<file path="config.mk">
export PLATFORM = sky130hd
export DESIGN_NAME = spindash_i2s_tx
export DESIGN_NICKNAME = d
export VERILOG_FILES = /design/src/rtl/spindash_pkg.sv /design/src/rtl/spindash_i2s_fmt.sv /design/src/rtl/spindash_i2s_tx.sv
export SDC_FILE = /design/constraint.sdc
export NUM_CORES = 1
export LEC_CHECK = 0
export ABC_AREA = 1
export CAP_MARGIN = 30
export CORE_MARGIN = 2
export CORE_UTILIZATION = 50
export CTS_CLUSTER_DIAMETER = 40
export DETAILED_ROUTE_END_ITERATION = 8
export PLACE_DENSITY = 0.76
export REMOVE_ABC_BUFFERS = 1
export SKIP_LAST_GASP = 1
export SLEW_MARGIN = 20
export SYNTH_ARGS = -nofsm -noshare
export SYNTH_HDL_FRONTEND = slang
export SYNTH_SLANG_ARGS = --single-unit
</file>
<file path="constraint.sdc">
create_clock -name clk_jt -period 2.4 [get_ports clk_jt]
set_input_delay 0.36 -clock clk_jt [delete_from_list [all_inputs] [get_ports clk_jt]]
set_output_delay 0.36 -clock clk_jt [all_outputs]
set_load 0.005 [all_outputs]
</file>
<file path="src/rtl/spindash_pkg.sv">
// Shared constants and types for the Spindash I2S transmitter.
package spindash_pkg;
  localparam int unsigned SLOT_BITS         = 24;
  localparam int unsigned FRAME_BITS        = 48;
  localparam int unsigned BCLK_HALF_DEFAULT = 9;

  typedef enum logic {
    SLOT_LEFT  = 1'b0,
    SLOT_RIGHT = 1'b1
  } slot_e;
endpackage

</file>
<file path="src/rtl/spindash_i2s_fmt.sv">
// Per-channel formatter: sign-extend to a 24-bit slot, then align and apply gain.
// SPINDASH_I2S_SAT_EN selects saturation on overflow; otherwise the result wraps.
module spindash_i2s_fmt
  import spindash_pkg::*;
#(
  parameter int WIDTH      = 19,
  parameter int GAIN_SHIFT = 0
) (
  input  logic [WIDTH-1:0]     i_sample,
  output logic [SLOT_BITS-1:0] o_slot
);
  localparam int unsigned SHIFT = SLOT_BITS - WIDTH + GAIN_SHIFT;

`ifdef SPINDASH_I2S_SAT_EN
  // 16 spare bits cover the largest possible shift (8 alignment + 7 gain).
  localparam int unsigned WIDE = SLOT_BITS + 16;

  logic signed [WIDE-1:0] w_wide;
  logic                   w_ovf;

  always_comb begin
    w_wide = WIDE'(signed'(i_sample)) <<< SHIFT;
    w_ovf  = w_wide[WIDE-1:SLOT_BITS-1] != {(WIDE-SLOT_BITS+1){w_wide[SLOT_BITS-1]}};
    if (!w_ovf)
      o_slot = w_wide[SLOT_BITS-1:0];
    else if (w_wide[WIDE-1])
      o_slot = 24'h800000;
    else
      o_slot = 24'h7FFFFF;
  end
`else
  logic signed [SLOT_BITS-1:0] w_ext;

  always_comb begin
    w_ext  = SLOT_BITS'(signed'(i_sample));
    o_slot = w_ext <<< SHIFT;
  end
`endif
endmodule

</file>
<file path="src/rtl/spindash_i2s_tx.sv">
// Philips I2S transmitter for the mixed Spindash output, with sticky under/overrun flags.
// Optional build macro: SPINDASH_I2S_SAT_EN (saturating sample formatter).
module spindash_i2s_tx
  import spindash_pkg::*;
#(
  parameter int WIDTH      = 19,
  parameter int GAIN_SHIFT = 0,
  parameter int BCLK_HALF  = BCLK_HALF_DEFAULT
) (
  input  logic             clk_jt,
  input  logic             rst,
  input  logic [WIDTH-1:0] snd_left,
  input  logic [WIDTH-1:0] snd_right,
  input  logic             snd_sample,
  input  logic             status_clr,
  output logic             i2s_bclk,
  output logic             i2s_lrclk,
  output logic             i2s_sdata,
  output logic             underrun,
  output logic             overrun
);
  logic [7:0]            r_div;
  logic                  r_bclk, r_lrclk, r_sdata, r_und, r_ovr;
  logic [5:0]            r_bitcnt;
  logic                  r_run, r_pending, r_lsb, r_snd_d;
  logic [FRAME_BITS-1:0] r_frame;
  logic [SLOT_BITS-1:0]  r_hold_l, r_hold_r;

  logic [SLOT_BITS-1:0]  w_fmt_l, w_fmt_r;
  logic [5:0]            w_next_bc;
  logic                  w_fall, w_start, w_cap, w_und_set, w_ovr_set;

  spindash_i2s_fmt #(.WIDTH(WIDTH), .GAIN_SHIFT(GAIN_SHIFT)) u_fmt_l (
    .i_sample (snd_left),
    .o_slot   (w_fmt_l)
  );

  spindash_i2s_fmt #(.WIDTH(WIDTH), .GAIN_SHIFT(GAIN_SHIFT)) u_fmt_r (
    .i_sample (snd_right),
    .o_slot   (w_fmt_r)
  );

  // r_run forces the first fall after reset to open a fresh frame at bitcnt 0.
  always_comb begin
    w_fall    = r_bclk && (r_div == 8'(BCLK_HALF - 1));
    w_next_bc = '0;
    if (r_run && (r_bitcnt != 6'(FRAME_BITS - 1)))
      w_next_bc = r_bitcnt + 6'd1;
    w_start   = w_fall && (w_next_bc == '0);
    w_cap     = snd_sample && !r_snd_d;
    w_und_set = w_start && !r_pending;
    w_ovr_set = w_cap && r_pending && !w_start;
  end

  always_ff @(posedge clk_jt) begin
    if (rst) begin
      r_div     <= '0;
      r_bclk    <= 1'b0;
      r_lrclk   <= 1'b0;
      r_sdata   <= 1'b0;
      r_bitcnt  <= '0;
      r_run     <= 1'b0;
      r_frame   <= '0;
      r_hold_l  <= '0;
      r_hold_r  <= '0;
      r_pending <= 1'b0;
      r_lsb     <= 1'b0;
      r_snd_d   <= 1'b0;
      r_und     <= 1'b0;
      r_ovr     <= 1'b0;
    end else begin
      r_snd_d <= snd_sample;

      if (r_div == 8'(BCLK_HALF - 1)) begin
        r_div  <= '0;
        r_bclk <= ~r_bclk;
      end else begin
        r_div <= r_div + 8'd1;
      end

      if (w_fall) begin
        r_run    <= 1'b1;
        r_bitcnt <= w_next_bc;
        r_lrclk  <= (w_next_bc >= 6'(SLOT_BITS)) ? SLOT_RIGHT : SLOT_LEFT;
        // Bit 47 goes out after the frame reloads, so its value is parked in r_lsb.
        if (w_next_bc == '0)
          r_sdata <= r_lsb;
        else
          r_sdata <= r_frame[6'(FRAME_BITS) - w_next_bc];
        if (w_next_bc == 6'(FRAME_BITS - 1))
          r_lsb <= r_frame[0];
      end

      if (w_start && r_pending)
        r_frame <= {r_hold_l, r_hold_r};

      if (w_cap) begin
        r_hold_l <= w_fmt_l;
        r_hold_r <= w_fmt_r;
      end

      if (w_cap)
        r_pending <= 1'b1;
      else if (w_start)
        r_pending <= 1'b0;

      if (w_und_set)
        r_und <= 1'b1;
      else if (status_clr)
        r_und <= 1'b0;

      if (w_ovr_set)
        r_ovr <= 1'b1;
      else if (status_clr)
        r_ovr <= 1'b0;
    end
  end

  assign i2s_bclk  = r_bclk;
  assign i2s_lrclk = r_lrclk;
  assign i2s_sdata = r_sdata;
  assign underrun  = r_und;
  assign overrun   = r_ovr;
endmodule

</file>
Word level (Yosys, flattened, before mapping)
Cells that the tools add are included.
{"block": "totals", "wordCells": 47, "out_inout_bits": 5, "register_bits": 98, "in_bits": 42}
{"block": "op_classes", "n_mux": 10, "n_bitwise": 1, "n_addsub": 3, "n_eq_ne": 2, "magnitude_cmp": 2, "reduce_logical": 16}
{"op": "$add 8x1->8 const B", "count": 1}
{"op": "$eq 8x4->1 const B", "count": 1}
{"op": "$logic_and 1x1->1", "count": 8}
{"op": "$mux 1", "count": 8}
{"op": "$lt 6x7->1 const B", "count": 1}
{"op": "$add 6x1->6 const B", "count": 1}
{"op": "$bmux 1 s6", "count": 1}
{"op": "$ge 6x5->1 const B", "count": 1}
{"op": "$logic_not 6->1", "count": 1}
{"op": "$mux 6", "count": 1}
{"op": "$ne 6x6->1 const B", "count": 1}
{"op": "$reduce_bool 2->1", "count": 3}
{"op": "$sub 6x6->6 const A", "count": 1}
{"op": "$logic_not 1->1", "count": 3}
{"op": "$reduce_or 2->1", "count": 1}
{"op": "$not 1->1", "count": 1}

Logic depth before layout (Yosys ltp)
{"block": "logic_depth", "depth_word": 8, "depth_mapped": 17, "depth_no_buf": 16}

Hierarchy
Synthesis repeated with hierarchy kept, for this count alone.
{"block": "unflattened", "hier_cells": 732, "hier_area_um2": 5350.1}
{"module": "spindash_i2s_tx", "seq_area_each_um2": 2382.3, "cells_each": 682, "area_each_um2": 4982.3, "n_inst": 1}
{"module": "spindash_i2s_fmt", "seq_area_each_um2": 0.0, "cells_each": 25, "area_each_um2": 183.9, "n_inst": 2}

Least setup slack after synthesis
OpenSTA, ideal clock, no wires.
{"block": "synth_timing", "path_kind": "register to register", "start": "reg r_bitcnt[0]", "end": "reg r_frame[10]", "path_stages_with_launch": 18, "path_slack_ns": 0.099, "required_time_ns": 2.284, "arrival_time_ns": 2.185, "setup_ns": 0.116, "synth_period_minus_slack_ns": 2.301, "path_buffers": 2, "path_cell_list": "dfxtp_1 > ha_1 > nand2_1 > nor2_2 > nand2_2 > nand3_1 > buf_2 > ha_1 > nand2_1 > nor2_2 > nand2_2 > nor2_4 > nand2_2 > nor2_8 > inv_2 > buf_4 > nor2_1 > nor2_1"}
{"block": "synth_between", "elab_chain_len": 6, "word_cells_on_any_way": 7, "cone_classes": "1 x add/sub; 1 x eq/ne; 1 x mux; 4 x reduce/logical"}
{"element": "start: declaration", "line_no": "spindash_i2s_tx.sv:24", "source": "logic [5:0] r_bitcnt;"}
{"element": "start signal: assignment", "line_no": "spindash_i2s_tx.sv:83", "source": "r_bitcnt <= w_next_bc;"}
{"element": "parallel branches: the longest is 2 deep, another holds $add 6x1->6"}
{"element": "$mux 6 *", "line_no": "spindash_i2s_tx.sv:47", "source": "if (r_run && (r_bitcnt != 6'(FRAME_BITS - 1)))"}
{"element": "$logic_not 6->1 *", "line_no": "spindash_i2s_tx.sv:49", "source": "w_start = w_fall && (w_next_bc == '0);"}
{"element": "$logic_and 1x1->1 *", "line_no": "spindash_i2s_tx.sv:49"}
{"element": "$logic_and 1x1->1 *", "line_no": "spindash_i2s_tx.sv:94", "source": "if (w_start && r_pending)"}
{"element": "end signal: assignment", "line_no": "spindash_i2s_tx.sv:95", "source": "r_frame <= {r_hold_l, r_hold_r};"}
{"element": "end: declaration", "line_no": "spindash_i2s_tx.sv:26", "source": "logic [FRAME_BITS-1:0] r_frame;"}
Mark *: on every way between the ends.
A chain may end at the register's enable or synchronous reset.

Worst setup path after layout
{"block": "layout_timing", "start": "reg r_bitcnt[1]", "end": "reg r_frame[7]"}
Same word-level chain as after synthesis.

==> metrics.txt <==
outcome completed; CP Cell Sequence ha_2 > nand2_1 > nor2_2 > nand2_2 > nand3_2 > ha_1 > nand2_1 > nor2_2 > nand2_2 > nor2_4 > nand2_4 > nor2_8 > inv_2 > buf_12 > o21ai_0 > a21oi_1; Initial Utilization about half; worst hold start r_frame[31]; vias in the first global route 3350; die area around 0.009 mm²; critical path required time roughly 2.7 ns; FF-to-FF Start r_bitcnt[1]; Bufs and invs on worst path 2; hold slack about 0.46 ns; worst hold path type reg2reg; vias after detailed routing about 3800; Leakage 2.11 nW; Yosys top cell area share 47.4%; Synth area leader dfxtp_1; initial antenna violation count 0; Slew headroom between 70 and 80%; clk root buf clkbuf_8; Post-DP Area about 0.0047 mm²; input/output buffers 46; GPL Wtd Cong about 0.9; CP Max Fanout 42; CTS max path bufs 2; Clk Latency, worst-skew pair between 0.3 and 0.4 ns; max frequency around 440 MHz; synth top area cells dfxtp_1, nor2_1, o21ai_0; DP HPWL slightly below 6000 µm; area of the multi-input gates roughly 0.0019 mm²; Worst R2R End r_frame[7]; Final WS setup 0.131 ns; Post-Layout Inst Area 0.00491 mm²; P&R area growth vs syn 18.8%; Max Cap Viol 0; layout cells sized above 1 around 7.9%; Distinct cells, synth 27; drt pass-1 iters 5; Max Slew Vio Count 0; Crit. Startpoint r_bitcnt[1]; pin slew with the least headroom to its limit 0.444 ns; critical path type reg2reg; Mapped Cells 577; global-route wire length before repair 14700 µm; setup violators final 0; core area approximately 0.0081 mm²; CTS tree done; H-tree levels 3; pre-CTS setup slack 0.0816 ns; commonest non-fill, non-tap cell in the layout nor2_1; Worst setup endpoint r_frame[7]; grt total ovfl 0; sequential fraction of the synthesis area a little under half; Iteration-0 DRC Markers 199; Hold Path Stages 2; CP max stage cell dfxtp_2; Antenna Cells 0; chip height around 95 µm; largest stage delay on the critical path around 0.36 ns; WL final 8610 µm; Crit. End Element flip-flop; area of the mapped netlist between 0.004 and 0.005 mm²; FF+latch count, synth 98; synthesis warning total 0; chip width 95.0 µm; Hold Buf Count CTS 0; final hold violations 0; worst vdd ir roughly 0.00034 V; routed length per instance roughly 12 µm; DR vias/cell between 5 and 6; Data arrival, critical path about 2.5 ns; Tcrit/Tclk final between 90% and 100%; DRC 0; Worst path top cell family by delay simple AND/OR/NAND/NOR gates; clk sinks 98; row cnt 33; register area 0.00196 mm²; Final Critical Period between 2 and 2.5 ns; CP startpoint kind flip-flop; Worst-path clk slew ~0.090 ns; worst reg2reg setup slack between 0.1 and 0.15 ns; largest net degree at the start of global routing between 50 and 60; Reg2Reg Depth 16; post-route ant nets 0; layout filler cell count between 700 and 800; Ports 47; commonest non-fill, non-tap cells in the layout nor2_1, dfxtp_1, o21ai_0; nets 663; Syn Area/Cell around 7 µm²; All-Layer GR Usage between 20% and 30%; CTS buffer count 9; Setup Skew 0.00707 ns; Power Dens Cells 605 mW/mm²; WP depth 16; Tot Pwr just under 3 mW
## report_power, final
part	total, mW	leakage, nW	internal, mW	switching [mW]
combinational	0.195	1.22	0.100	0.0947
clock	1.07	0.0906	0.490	0.576
sequential	1.71	0.801	1.68	0.0304
total	2.97	2.11	2.27	0.701
## logic make-up (layout without fill, tap and decap cells)
| family | Yosys count | in the layout | share of synthesized area (%) |
|---|---|---|---|
| XOR/XNOR | 2 | 2 | 0.424 |
| AND/OR/NAND/NOR | 299 | 299 | 30.7 |
| flip-flops | 98 | 98 | 47.4 |
| buffers and inverters | 75 | 120 | 7.68 |
| adder cells (fa/ha/maj) | 4 | 4 | 1.21 |
| AO/OA/AOI/OAI | 99 | 99 | 12.5 |
## worst min-delay path by stage
stage               slack, ns     endpoint
detailed placement       0.45  r_frame[31]
global placement         0.43     r_div[0]
floorplan                0.42     r_div[0]
finish                   0.46  r_frame[31]
CTS                      0.46  r_frame[31]
global route             0.48  r_frame[31]
## flip-flops by register name (all words and copies together) (netlist names)
signal	flops
r_run	1
i2s_bclk	1
r_pending	1
r_snd_d	1
underrun	1
r_bitcnt	6
r_hold_r	19
r_div	8
overrun	1
r_hold_l	19
r_frame	38
i2s_sdata	1
i2s_lrclk	1
## cell usage after synthesis
library cell,count
buf_6,2
nor3b_1,3
nor2_4,1
nand3_1,46
dfxtp_1,98
buf_4,4
clkbuf_1,20
ha_1,4
nor2_8,1
a21oi_1,11
xor2_1,2
inv_1,41
inv_2,2
o21ai_2,2
o21ai_0,80
clkinv_1,1
o311ai_0,1
nand2_1,60
o22ai_1,3
nor2_1,163
a21oi_2,2
nor4_1,2
nand2_2,4
nor2_2,3
buf_2,5
nor3_1,5
nand4_1,11
## area by class of cell
class / count / area share [%]
inverter: 44 / 3.36
clock inverter: 5 / 1.27
sequential: 98 / 40.0
tap: 105 / 2.67
timing repair buffer: 60 / 11.8
clock buffer: 11 / 2.67
multi-input combinational: 404 / 38.2
## per-layer routing
layer / part of all wire [%] / global-route usage [%]
met4: 0.95 / 7.25
met3: 4.7 / 4.31
met1: 47 / 25.7
met5: 0 / 0
met2: 47 / 34.9
## worst reg2reg max path, stage by stage, from the launching register on
cell and delay [ns]:
dfxtp_2 0.36, ha_2 0.19, nand2_1 0.08, nor2_2 0.11, nand2_2 0.10, nand3_2 0.10
ha_1 0.17, nand2_1 0.10, nor2_2 0.10, nand2_2 0.07, nor2_4 0.12, nand2_4 0.09
nor2_8 0.11, inv_2 0.05, buf_12 0.16, o21ai_0 0.19, a21oi_1 0.06
## through the flow
stage          utilization, %  cells  TNS [ns]
2_1_floorplan               -    546    -18.53
3_3_place_gp             57.6    710         0
3_5_place_dp             57.6    710         0
4_1_cts                  60.0    726         0
5_1_grt                  60.4    727  -0.00994
6_report                 60.4    727         0
## what timing repair did
| action | in CTS | in global routing |
|---|---|---|
| endpoints found under the setup margin | 0 | 39 |
| setup buffers | 0 | 1 |
| resized for setup | 0 | 8 |
No activity file was read; power rests on OpenSTA's default activity.
==> RTL change 1: new RTL, same settings <==
`WIDTH` is set to 19 in 2 places; all go to 23.
--- a/src/rtl/spindash_i2s_fmt.sv
+++ b/src/rtl/spindash_i2s_fmt.sv
@@ -3,7 +3,7 @@
 module spindash_i2s_fmt
   import spindash_pkg::*;
 #(
-  parameter int WIDTH      = 19,
+  parameter int WIDTH      = 23,
   parameter int GAIN_SHIFT = 0
 ) (
   input  logic [WIDTH-1:0]     i_sample,
--- a/src/rtl/spindash_i2s_tx.sv
+++ b/src/rtl/spindash_i2s_tx.sv
@@ -3,7 +3,7 @@
 module spindash_i2s_tx
   import spindash_pkg::*;
 #(
-  parameter int WIDTH      = 19,
+  parameter int WIDTH      = 23,
   parameter int GAIN_SHIFT = 0,
   parameter int BCLK_HALF  = BCLK_HALF_DEFAULT
 ) (
Interface: changed (resized snd_left and snd_right); port bits go from 47 to 55. No check against the original RTL was run, so the function may have changed too.
==> RTL change 1 against the original RTL <==
Clock power increased by 130%; maximum frequency decreased by 0.79%; first-iteration DRC count increased by 43%; worst setup slack got worse by 0.018 ns; power increased by 57%; core utilization increased by 5.1 points; cell area increased by 23%; combinational power increased by 20%; critical path depth decreased by 2; wire length increased by 26%; sequential share of layout area decreased by 2.2 points; sequential cell count increased by 16; area after synthesis increased by 15%; highest routed layer unchanged.
==> RTL change 1: results (changes against the original RTL) <==
cells_and_area:
  nNonClkBuffers: 71  # +18%
  n_clock_buffer: 22  # +11
  num-nonclk-inverters: 40  # -9.1%
  bufAreaShareNonClock: 0.117  # -0.00121
  reg_top3: "r_frame x46, r_hold_l x23, r_hold_r x23"
  layout.cells.non_filler: 852  # +17%
place:
  dpl_cell_area_sq_um: 5430  # +16%
  dp.cells: 819  # +15%
  gp_congestion: 0.879  # -3.0%
power_and_ir_drop:
  finalPower_mw: 4.68  # +57%
  vdd_ir_drop_max_mv: 0.436  # +27%
synth:
  synthAdderAreaFrac: 0.0106  # -0.00155
  synth.yosys.seq_area_share: 0.481  # +0.00698
  netlist_top_cells_count: "nor2_1, dfxtp_1, o21ai_0"
  synth_xor_xnor_area_share: 0.00369  # -0.000541
run_status:
  status: "complete, no violations"
clocking:
  cts_buffers: 17  # +8
  path_clk_slew_ns: 0.05  # -0.04 ns
  clk_latency_ns: 0.51  # +0.14 ns
grt:
  grt_use_met3: 0.0531  # +0.0100
  grtUsageMet2: 0.365  # +0.0160
  grt_max_degree: 67  # +31%
drt:
  wl_met3_um: 421  # +3.7%
  routedWlPerCell_um: 12.7  # +7.1%
timing:
  tightest_slew_ns: 0.699  # +0.255 ns
[RTL change 1: cell types whose count changed after synthesis, sizes merged, moves of 3 or more]
cell    before  now
clkbuf      20   28
nor2       168  202
nand3       46   60
inv         43   40
o21ai       82   98
dfxtp       98  114
a21oi       13   10
[RTL change 1: what timing repair did]
action	CTS	global route
gates resized for setup	0	10
hold buffers	0	0
buffers inserted	0	1
endpoints found under the setup margin	0	46
[RTL change 1: final timing paths]
path | from | to | slack [ns] | depth (start not counted)
hold reg to reg | r_div[0]$_SDFF_PP0_ | r_div[0]$_SDFF_PP0_ | 0.45 | 1
setup / recovery | r_bitcnt[0]$_SDFFE_PP0P_ | r_frame[47]$_SDFFE_PP0P_ | 0.11 | 14
hold / removal | snd_sample | r_snd_d$_SDFF_PP0_ | 0.42 | 3
setup reg to reg | r_bitcnt[0]$_SDFFE_PP0P_ | r_frame[47]$_SDFFE_PP0P_ | 0.11 | 14
==> RTL change 2: new RTL, same flow settings <==
Without the edit above. Register the inputs `snd_left`, `snd_right`, `snd_sample` and `status_clr` before use, with the module's reset. The logic sees them one clock later.
--- a/src/rtl/spindash_i2s_tx.sv
+++ b/src/rtl/spindash_i2s_tx.sv
@@ -19,6 +19,26 @@
   output logic             underrun,
   output logic             overrun
 );
+
+  logic [WIDTH-1:0] snd_left_q;
+  logic [WIDTH-1:0] snd_right_q;
+  logic snd_sample_q;
+  logic status_clr_q;
+
+  always_ff @(posedge clk_jt) begin
+    if (rst) begin
+      snd_left_q   <= '0;
+      snd_right_q  <= '0;
+      snd_sample_q <= '0;
+      status_clr_q <= '0;
+    end else begin
+      snd_left_q   <= snd_left;
+      snd_right_q  <= snd_right;
+      snd_sample_q <= snd_sample;
+      status_clr_q <= status_clr;
+    end
+  end
+
   logic [7:0]            r_div;
   logic                  r_bclk, r_lrclk, r_sdata, r_und, r_ovr;
   logic [5:0]            r_bitcnt;
@@ -31,12 +51,12 @@
   logic                  w_fall, w_start, w_cap, w_und_set, w_ovr_set;
 
   spindash_i2s_fmt #(.WIDTH(WIDTH), .GAIN_SHIFT(GAIN_SHIFT)) u_fmt_l (
-    .i_sample (snd_left),
+    .i_sample (snd_left_q),
     .o_slot   (w_fmt_l)
   );
 
   spindash_i2s_fmt #(.WIDTH(WIDTH), .GAIN_SHIFT(GAIN_SHIFT)) u_fmt_r (
-    .i_sample (snd_right),
+    .i_sample (snd_right_q),
     .o_slot   (w_fmt_r)
   );
 
@@ -47,7 +67,7 @@
     if (r_run && (r_bitcnt != 6'(FRAME_BITS - 1)))
       w_next_bc = r_bitcnt + 6'd1;
     w_start   = w_fall && (w_next_bc == '0);
-    w_cap     = snd_sample && !r_snd_d;
+    w_cap     = snd_sample_q && !r_snd_d;
     w_und_set = w_start && !r_pending;
     w_ovr_set = w_cap && r_pending && !w_start;
   end
@@ -69,7 +89,7 @@
       r_und     <= 1'b0;
       r_ovr     <= 1'b0;
     end else begin
-      r_snd_d <= snd_sample;
+      r_snd_d <= snd_sample_q;
 
       if (r_div == 8'(BCLK_HALF - 1)) begin
         r_div  <= '0;
@@ -106,12 +126,12 @@
 
       if (w_und_set)
         r_und <= 1'b1;
-      else if (status_clr)
+      else if (status_clr_q)
         r_und <= 1'b0;
 
       if (w_ovr_set)
         r_ovr <= 1'b1;
-      else if (status_clr)
+      else if (status_clr_q)
         r_ovr <= 1'b0;
     end
   end
Formal check against the unedited RTL: not equivalent (Yosys sat finds a counterexample within 4 cycles, from zero or initial values and one cycle with rst high).
==> RTL change 2 against the original RTL <==
Sequential cell count increased by 40; sequential share of layout area increased by 2.1 points; area after synthesis increased by 28%; largest cell class unchanged; core utilization increased by 3.6 points; worst setup slack got worse by 0.044 ns; cell area increased by 34%; power increased by 73%; wire length increased by 31%.
==> RTL change 2: results (changes against the original RTL) <==
run_status:
  status: "complete, no violations"
power_and_ir_drop:
  switchingPower_mw: 1.14  # +62%
  vdd_ir_drop_max_mv: 0.387  # +13%
  p_leak_nw: 3.01  # +43%
synth:
  synth_warnings: 0  # unchanged
  synthDistinctLibCells: 31  # +15%
  synthArstFlopShare: 0  # unchanged
  synth.yosys.seq_area_share: 0.524  # +0.0494
  netlist_top_cells_count: "nor2_1, dfxtp_1, inv_1"
  synth_area_leaders: "dfxtp_1, nor2_1, o21ai_0"
  avgSynthCellArea_sq_um: 7.53  # +5.0%
drt:
  routedWlPerCell_um: 12.5  # +5.6%
  firstDrtPassIters: 5  # unchanged
  wirelength_um: 11300  # +31%
  drt-initial-drc-count: 422  # +110%
  viasPerCell: 5.12  # -0.94%
timing:
  slew_headroom: 0.630  # -0.0740
  skew_ns: 0.00559  # -0.00148 ns
  finalMaxSlewViolations: 0  # unchanged
  holdWs_ns: 0.259  # -0.202 ns
min_path:
  holdPathEnd: "snd_right_q[16]$_SDFF_PP0_"
  hold_path_startpoint: "rst"
  hold_path.class: "input port to register"
  holdPathStages: 2  # unchanged
worst_setup_path:
  crit_type: "register to register"
  rr_startpoint: "r_bitcnt[0]$_SDFFE_PP0P_"
  critPathMaxFanout: 17  # -60%
  reg2reg_slack_ns: 0.09  # -0.04 ns
  crit_arrival_ns: 2.77  # +0.24 ns
  r2r-end: "r_frame[22]$_SDFFE_PP0P_"
  reg2reg_depth: 16  # unchanged
grt:
  grt_pass1_wl_um: 18100  # +23%
  use_met1: 0.239  # -0.0179
  first_global_vias: 4175  # +25%
  grt_use_met3: 0.0523  # +0.00918
  grt_max_degree: 78  # +53%
  grtUsageMet2: 0.333  # -0.0152
  grt_use_total: 0.197  # -0.00826
  antenna_found_initial: 0  # unchanged
cells_and_area:
  drive_above_1_share: 0.103  # +0.0246
  nNetsFinal: 797  # +20%
  fillerInstances: 878  # +20%
place:
  dp_hpwl_um: 6570  # +13%
  dpl_cell_area_sq_um: 5840  # +25%
  dp.cells: 860  # +21%
  gp_congestion: 0.938  # +3.4%
clocking:
  clk_latency_ns: 0.52  # +0.15 ns
  cts_buffers: 17  # +8
  clk_path_buf_depth: 2  # unchanged
  cts_max_level: 4  # +1
  path_clk_slew_ns: 0.06  # -0.03 ns
==> RTL change 2: changes by cell type after synthesis, sizes merged, moves of 4 or more <==
| cell | unedited run | this run |
|---|---|---|
| clkbuf | 20 | 24 |
| dfxtp | 98 | 138 |
| inv | 43 | 82 |
| nor2 | 168 | 210 |
==> RTL change 2: kinds of logic (layout without fill, tap and decap cells) <==
group                    Yosys count  count (layout)  share of synthesized area
AO/OA/AOI/OAI                     97              97                     0.0958
XOR/XNOR                           2               2                    0.00332
AND/OR/NAND/NOR                  342             342                      0.274
buffers and inverters            118             181                     0.0939
adder cells (fa/ha/maj)            4               4                    0.00949
flip-flops                       138             138                      0.524
==> RTL change 2: stage by stage <==
step           worst slack, ns  power [mW]
6_report                0.0871        5.13
5_1_grt                -0.0538        5.32
4_1_cts                -0.0223        5.16
3_5_place_dp           -0.0547        2.69
3_3_place_gp             0.154        2.67
2_1_floorplan           -0.433        2.56
==> RTL change 2: routing by layer <==
metal | vias to the layer above | share of wire
met5 | - | 0
met4 | 0 | 0.018
met3 | 31 | 0.046
met2 | 125 | 0.50
met1 | 2142 | 0.44
li1 | 2307 | -
==> RTL change 2: repair_timing <==
action	4_1_cts	5_1_grt
gates resized for setup	3	18
cloned	0	3
hold endpoints to repair	0	0
endpoints found under the setup margin	34	39
setup buffers	0	5
pin swaps	0	5
==> RTL change 2: power groups by stage <==
| stage | clock network (mW) | logic, mW | registers, mW |
|---|---|---|---|
| after floorplan | 0 | 0.111 | 2.45 |
| after global placement | 0 | 0.215 | 2.46 |
| after detailed placement | 0 | 0.227 | 2.46 |
| after CTS | 2.52 | 0.229 | 2.41 |
| after global routing | 2.64 | 0.261 | 2.41 |
| final | 2.50 | 0.226 | 2.41 |
==> RTL change 2: area by class of cell <==
class	count	area (sq um)	share of cell area
Sequential cell	138	2770	0.421
Clock buffer	18	428	0.0650
Multi-Input combinational cell	445	2050	0.312
Clock inverter	14	146	0.0222
Tap cell	136	170	0.0259
Timing Repair inverter	2	17.5	0.00266
Inverter	83	328	0.0498
Timing Repair Buffer	64	666	0.101
==> RTL change 2: worst max-delay path: stages (launching register included) <==
cell       delay [ns]
dfxtp_4          0.38
ha_4             0.15
nand2_2          0.07
nor2_2           0.11
nand2_2          0.11
buf_4            0.18
nand2_2          0.09
nor2_2           0.07
inv_2            0.08
nand3_2          0.12
nor2_4           0.15
nand2_4          0.09
nor2_8           0.14
buf_12           0.13
clkbuf_16        0.17
o21ai_0          0.10
nor2_1           0.11
